[src/rtl/uart_rx_v1_pkg.sv]
// uart_rx_v1 shared constants and types.
// Baud divisors, oversample ratio, FSM states.
package uart_rx_v1_pkg;

  localparam int UART_DIV_38400  = 52;
  localparam int UART_DIV_57600  = 35;
  localparam int UART_DIV_115200 = 17;
  localparam int UART_OVS        = 16;

  typedef enum logic [2:0] {
    RX_IDLE  = 3'd0,
    RX_START = 3'd1,
    RX_DATA  = 3'd2,
    RX_STOP  = 3'd3,
    RX_BREAK = 3'd4
  } rx_state_e;

  function automatic logic [5:0] div_of(input logic [1:0] sel);
    logic [5:0] d;
    case (sel)
      2'b01:   d = 6'(UART_DIV_38400);
      2'b10:   d = 6'(UART_DIV_57600);
      2'b11:   d = 6'(UART_DIV_115200);
      default: d = 6'd1;
    endcase
    return d;
  endfunction

endpackage

[src/rtl/uart_rx_fifo.sv]
// uart_rx_fifo: synchronous first-word-fall-through FIFO.
// Head reads as zero when empty; pop on empty is ignored.
module uart_rx_fifo #(
  parameter int DEPTH = 4,
  parameter int WIDTH = 8
) (
  input  logic                     clk,
  input  logic                     rst_n,
  input  logic                     push,
  input  logic [WIDTH-1:0]         wdata,
  input  logic                     pop,
  output logic [WIDTH-1:0]         rdata,
  output logic                     empty,
  output logic                     full,
  output logic [$clog2(DEPTH):0]   level
);

  localparam int AW = $clog2(DEPTH);
  localparam int LW = AW + 1;

  logic [WIDTH-1:0] mem [DEPTH];
  logic [AW-1:0]    wp;
  logic [AW-1:0]    rp;
  logic [LW-1:0]    cnt;
  logic             do_push;
  logic             do_pop;

  assign empty   = (cnt == '0);
  assign full    = (cnt == LW'(DEPTH));
  assign do_pop  = pop && !empty;
  assign do_push = push && (!full || do_pop);
  assign rdata   = empty ? '0 : mem[rp];
  assign level   = cnt;

  // storage write; contents need no reset
  always_ff @(posedge clk) begin
    if (do_push) mem[wp] <= wdata;
  end

  // pointers and occupancy
  always_ff @(posedge clk) begin
    if (!rst_n) begin
      wp  <= '0;
      rp  <= '0;
      cnt <= '0;
    end else begin
      if (do_push) wp <= wp + AW'(1);
      if (do_pop)  rp <= rp + AW'(1);
      cnt <= cnt + LW'(do_push) - LW'(do_pop);
    end
  end

endmodule

[src/rtl/uart_rx_v1.sv]
// uart_rx_v1: 8N1 receiver, 16x oversampling.
// Sync, divider, frame FSM and sticky flags; bytes go to a FWFT FIFO.
module uart_rx_v1
  import uart_rx_v1_pkg::*;
#(
  parameter int FIFO_DEPTH  = 4,
  parameter int SYNC_STAGES = 2
) (
  input  logic                          clk,
  input  logic                          rst_n,
  input  logic                          rx_en,
  input  logic [1:0]                    baud_sel,
  input  logic                          rx,
  input  logic                          rd,
  input  logic                          clr_err,
  output logic [7:0]                    rx_data,
  output logic                          rx_valid,
  output logic [$clog2(FIFO_DEPTH):0]   rx_level,
  output logic                          frame_err,
  output logic                          overrun,
  output logic                          busy
);

  localparam logic [3:0] SC_MID  = 4'(UART_OVS / 2 - 1);
  localparam logic [3:0] SC_LAST = 4'(UART_OVS - 1);

  logic [SYNC_STAGES-1:0] sync_q;
  logic                   rx_s;
  rx_state_e              state_q, state_d;
  logic [3:0]             sc_q, sc_d;
  logic [2:0]             bi_q, bi_d;
  logic [7:0]             sh_q, sh_d;
  logic [1:0]             bsel_q, bsel_d;
  logic [5:0]             div_q;
  logic                   off;
  logic                   tick;
  logic                   push;
  logic                   ferr_set;
  logic                   ovr_set;
  logic                   f_empty;
  logic                   f_full;

  assign rx_s = sync_q[SYNC_STAGES-1];
  assign off  = !rx_en || (baud_sel == 2'b00);
  assign tick = !off && (state_q != RX_IDLE)
             && (div_q == div_of(bsel_q) - 6'd1);
  assign busy = (state_q != RX_IDLE);

  // metastability synchronizer, idles high
  always_ff @(posedge clk) begin
    if (!rst_n) sync_q <= '1;
    else        sync_q <= {sync_q[SYNC_STAGES-2:0], rx};
  end

  // oversample divider; held at zero in IDLE so sampling
  // phase is taken from the start-bit falling edge
  always_ff @(posedge clk) begin
    if (!rst_n)                           div_q <= '0;
    else if (off || !busy || tick)        div_q <= '0;
    else                                  div_q <= div_q + 6'd1;
  end

  // frame FSM state register
  always_ff @(posedge clk) begin
    if (!rst_n) begin
      state_q <= RX_IDLE;
      sc_q    <= '0;
      bi_q    <= '0;
      sh_q    <= '0;
      bsel_q  <= '0;
    end else begin
      state_q <= state_d;
      sc_q    <= sc_d;
      bi_q    <= bi_d;
      sh_q    <= sh_d;
      bsel_q  <= bsel_d;
    end
  end

  // frame FSM next state, push and error strobes
  always_comb begin
    state_d  = state_q;
    sc_d     = sc_q;
    bi_d     = bi_q;
    sh_d     = sh_q;
    bsel_d   = bsel_q;
    push     = 1'b0;
    ferr_set = 1'b0;
    if (off) begin
      state_d = RX_IDLE;
      sc_d    = '0;
      bi_d    = '0;
    end else begin
      unique case (state_q)
        RX_IDLE: begin
          if (!rx_s) begin
            state_d = RX_START;
            sc_d    = '0;
            bsel_d  = baud_sel;
          end
        end
        RX_START: begin
          if (tick) begin
            if (sc_q == SC_MID) begin
              sc_d    = '0;
              bi_d    = '0;
              state_d = rx_s ? RX_IDLE : RX_DATA;
            end else begin
              sc_d = sc_q + 4'd1;
            end
          end
        end
        RX_DATA: begin
          if (tick) begin
            sc_d = sc_q + 4'd1;
            if (sc_q == SC_LAST) begin
              sh_d[bi_q] = rx_s;
              if (bi_q == 3'd7) state_d = RX_STOP;
              else              bi_d    = bi_q + 3'd1;
            end
          end
        end
        RX_STOP: begin
          if (tick) begin
            sc_d = sc_q + 4'd1;
            if (sc_q == SC_LAST) begin
              if (rx_s) begin
                push    = 1'b1;
                state_d = RX_IDLE;
              end else begin
                ferr_set = 1'b1;
                state_d  = RX_BREAK;
              end
            end
          end
        end
        RX_BREAK: begin
          if (rx_s) state_d = RX_IDLE;
        end
        default: state_d = RX_IDLE;
      endcase
    end
  end

  assign ovr_set = push && f_full && !rd;

  // sticky error flags; a new event beats clr_err
  always_ff @(posedge clk) begin
    if (!rst_n) begin
      frame_err <= 1'b0;
      overrun   <= 1'b0;
    end else begin
      if (ferr_set)     frame_err <= 1'b1;
      else if (clr_err) frame_err <= 1'b0;
      if (ovr_set)      overrun   <= 1'b1;
      else if (clr_err) overrun   <= 1'b0;
    end
  end

  uart_rx_fifo #(
    .DEPTH (FIFO_DEPTH),
    .WIDTH (8)
  ) u_fifo (
    .clk   (clk),
    .rst_n (rst_n),
    .push  (push),
    .wdata (sh_q),
    .pop   (rd),
    .rdata (rx_data),
    .empty (f_empty),
    .full  (f_full),
    .level (rx_level)
  );

  assign rx_valid = !f_empty;

endmodule

[config.mk]
export PLATFORM = sky130hd
export DESIGN_NAME = uart_rx_v1
export DESIGN_NICKNAME = d
export VERILOG_FILES = /design/src/rtl/uart_rx_v1_pkg.sv /design/src/rtl/uart_rx_fifo.sv /design/src/rtl/uart_rx_v1.sv
export SDC_FILE = /design/constraint.sdc
export NUM_CORES = 1
export LEC_CHECK = 0
export CAP_MARGIN = 20
export CORE_ASPECT_RATIO = 0.75
export CORE_MARGIN = 5
export CORE_UTILIZATION = 40
export DETAILED_ROUTE_END_ITERATION = 6
export PLACE_DENSITY = 0.54
export SLEW_MARGIN = 20
export SYNTH_ARGS = -nofsm -noshare
export SYNTH_HDL_FRONTEND = slang
export SYNTH_SLANG_ARGS = --single-unit
[constraint.sdc]
create_clock -name clk -period 3.7 [get_ports clk]
set_input_delay 0.37 -clock clk [delete_from_list [all_inputs] [get_ports clk]]
set_output_delay 0.37 -clock clk [all_outputs]
set_load 0.02 [all_outputs]
==> impl_metrics.json <==
{
  "stdcell_count": 409,
  "dp.cells": 393,
  "hold_class": "reg2reg",
  "finalSetupViolations": 0,
  "dieHeight_um": 88.0,
  "m1WireLength_mm": 3.07,
  "syn_nets": 297,
  "required_ns": 3.94,
  "status": "finished, final reports clean",
  "area_growth_pct": 14.7,
  "grt_max_degree": 27,
  "grt_pass1_vias": 1927,
  "clockBufferDepth": 2,
  "hold_depth": 1,
  "drc": 0,
  "syn_area_um2": 3240,
  "diodes": 0,
  "period_needed_ns": 2.68,
  "critPathKind": "reg2reg",
  "portBuffers": 22,
  "cts.sinks": 71,
  "synth.distinct_cells": 45,
  "die_x_um": 114,
  "min_from": "sync_q[0]",
  "netlist_instances": 277,
  "die_area_um2": 10000,
  "routed-wl-met2_mm": 2.42,
  "r2r_cells": 11,
  "synth_async_sr_flop_share_pct": 0,
  "ant_nets": 0,
  "ctsResizeCount": 0,
  "antenna_found_initial": 0,
  "pwr_density_cell_nw_per_um2": 462,
  "synth_edf_count": 32,
  "arrival_ns": 2.93,
  "min_to": "sync_q[1]",
  "slew_violations": 0,
  "crit_path_start_kind": "flip-flop",
  "synth_ff_type": "dfxtp_1",
  "drt_pass1_iterations": 4,
  "drt-initial-drc-count": 175,
  "insertion_delay_ns": 0.34,
  "cts_buffers": 9,
  "end_kind": "flip-flop",
  "grtUsageTotal_pct": 12.7,
  "postCtsSetupBuffers": 0,
  "hold_violations": 0,
  "drv_cap": 0,
  "rsz0062_at_grt": "false",
  "path_clk_slew_ns": 0.08,
  "syn_avg_cell_area_um2": 11.7,
  "hpwl_mm": 4.03,
  "grt-ovfl-total": 0,
  "crit_fanout": 7,
  "ys_seq_area_share_pct": 53.7,
  "gp_congestion": 0.825,
  "clock_skew_ns": 0.0127,
  "p_leak_nw": 1.35,
  "fin_crit_sh_pct": 72.5,
  "num_vias": 2029,
  "root_buffer": "clkbuf_8",
  "reg2reg_from": "bsel_q[1]",
  "start_util_pct": 41.2,
  "core_area_um2": 7880,
  "row_count": 28,
  "route.met3.wl_um": 257,
  "wl_per_cell_um": 14.2,
  "slew_headroom_pct": 60.6,
  "cts.htree.levels": 3,
  "ios": 23,
  "max_freq_mhz": 373,
  "maxUsedRoutingLayer": "met4",
  "fin_util_pct": 47.2,
  "synth-seq-cells": 71,
  "finalSetupTns_ns": 0,
  "reg2reg_slack_ns": 1.02,
  "cts_tree": "built",
  "wirelength_mm": 5.82,
  "reg2reg_to": "u_fifo.level[2]",
  "grt_pass1_wl_mm": 9.76,
  "nFillCells": 715,
  "vdd_drop_max_v": 0.000272,
  "worst_pin_slew_ns": 0.587,
  "nNetsFinal": 319,
  "yosys_warnings": 0,
  "cts_hold_buf": 0,
  "drive_gt1_share_pct": 10.2,
  "viasPerCell": 4.96
}
critical path, stage by stage, from the launching register on:
cell     delay (ns)
dfxtp_1        0.34
inv_1          0.05
ha_1           0.27
or3b_4         0.39
nand2_1        0.15
and4b_1        0.37
ha_1           0.19
inv_1          0.05
fa_1           0.37
xnor2_1        0.15
xnor2_1        0.12
and2_1         0.14
layout by cell type, fill, tap and decap left out, drive strengths merged, types with 3 or more instances in the layout:
master          n
nand3b          3
nor3            3
a21oi           7
nand3           9
dfxtp          39
nand2          19
nor4            6
and3            4
and2           19
xor2            4
o21a            3
ha             11
mux2i          12
inv            12
nand4           3
clkinv          4
nand2b          5
o21ai           5
xnor2           9
clkdlybuf4s50  22
clkbuf         10
nor2           17
or3             3
edfxtp         32
mux4            8
nor2b          10
cells in the mapped netlist (5+ instances only):
library cell / n / area share [%]
xnor2_1: 9 / 2.4
nor2_1: 17 / 2.0
mux4_2: 8 / 5.6
edfxtp_1: 32 / 30
nor4_1: 5 / 0.96
nand3_1: 8 / 1.2
nand2_1: 19 / 2.2
mux2i_1: 12 / 3.7
nand2b_1: 5 / 0.96
inv_1: 11 / 1.3
and2_1: 19 / 3.7
o21ai_0: 5 / 0.77
ha_1: 11 / 4.2
dfxtp_1: 39 / 24
nor2b_1: 10 / 1.9
a21oi_1: 7 / 1.1
clkbuf_1: 9 / 1.0
routing by layer:
layer / vias to the layer above / GRT usage (%)
met5: - / 0
met4: 0 / 4.85
met3: 7 / 4.42
met2: 38 / 18.1
met1: 936 / 17.9
li1: 1048 / -
power by group:
group          switching (mW)  internal [mW]  leakage, nW
Combinational           0.137          0.152        0.577
Clock                   0.288          0.241       0.0863
Sequential             0.0541          0.845        0.688
metrics by stage:
step           area, um2  setup slack, ns  hold WS (ns)  power (mW)
3_5_place_dp        3550            0.785         0.407        1.22
3_3_place_gp        3550            0.854         0.402        1.21
2_1_floorplan       3240             1.09         0.386        1.12
5_1_grt             3720            0.805         0.432        1.82
4_1_cts             3720            0.975         0.420        1.75
6_report            3720             1.02         0.411        1.72
cell type report:
type	instances	area [um2]	share of cell area, %
flip-flops and latches	71	1740	46.8
multi-input cells	183	1410	38.0
clock inverters	6	37.5	1.01
well taps	105	131	3.53
clock buffers	10	128	3.43
repair buffers	23	228	6.12
inverters	11	41.3	1.11
cells by family after synthesis:
group | count (synthesis) | share of synthesized area (%)
mux | 20 | 9.26
flops | 71 | 53.7
xor+xnor | 13 | 3.51
buf+inv | 23 | 2.78
compound gates | 28 | 6.48
fa+ha+maj | 12 | 4.86
simple gates | 110 | 19.4
state kept, by name, indices dropped and copies added (netlist names), named ones only:
| signal | cells |
|---|---|
| bi_q | 3 |
| bsel_q | 2 |
| div_q | 6 |
| frame_err | 1 |
| overrun | 1 |
| sc_q | 4 |
| sh_q | 8 |
| state_q | 3 |
| sync_q | 2 |
| u_fifo.level | 3 |
| u_fifo.mem | 32 |
| u_fifo.rp | 2 |
| u_fifo.wp | 2 |
how the worst max path moves through the flow:
stage / startpoint / end / slack [ns] / depth (start not counted)
after CTS: flip-flop / rx_data[1] / 0.97 / 3
after global placement: baud_sel[0] / u_fifo.level[2] / 0.85 / 10
after global routing: bsel_q[1] / u_fifo.level[2] / 0.80 / 11
final: bsel_q[1] / u_fifo.level[2] / 1.02 / 11
after floorplan: u_fifo.level[1] / u_fifo.level[2] / 1.09 / 11
after detailed placement: baud_sel[0] / u_fifo.level[2] / 0.78 / 10
(Power assumes the default switching activity.)
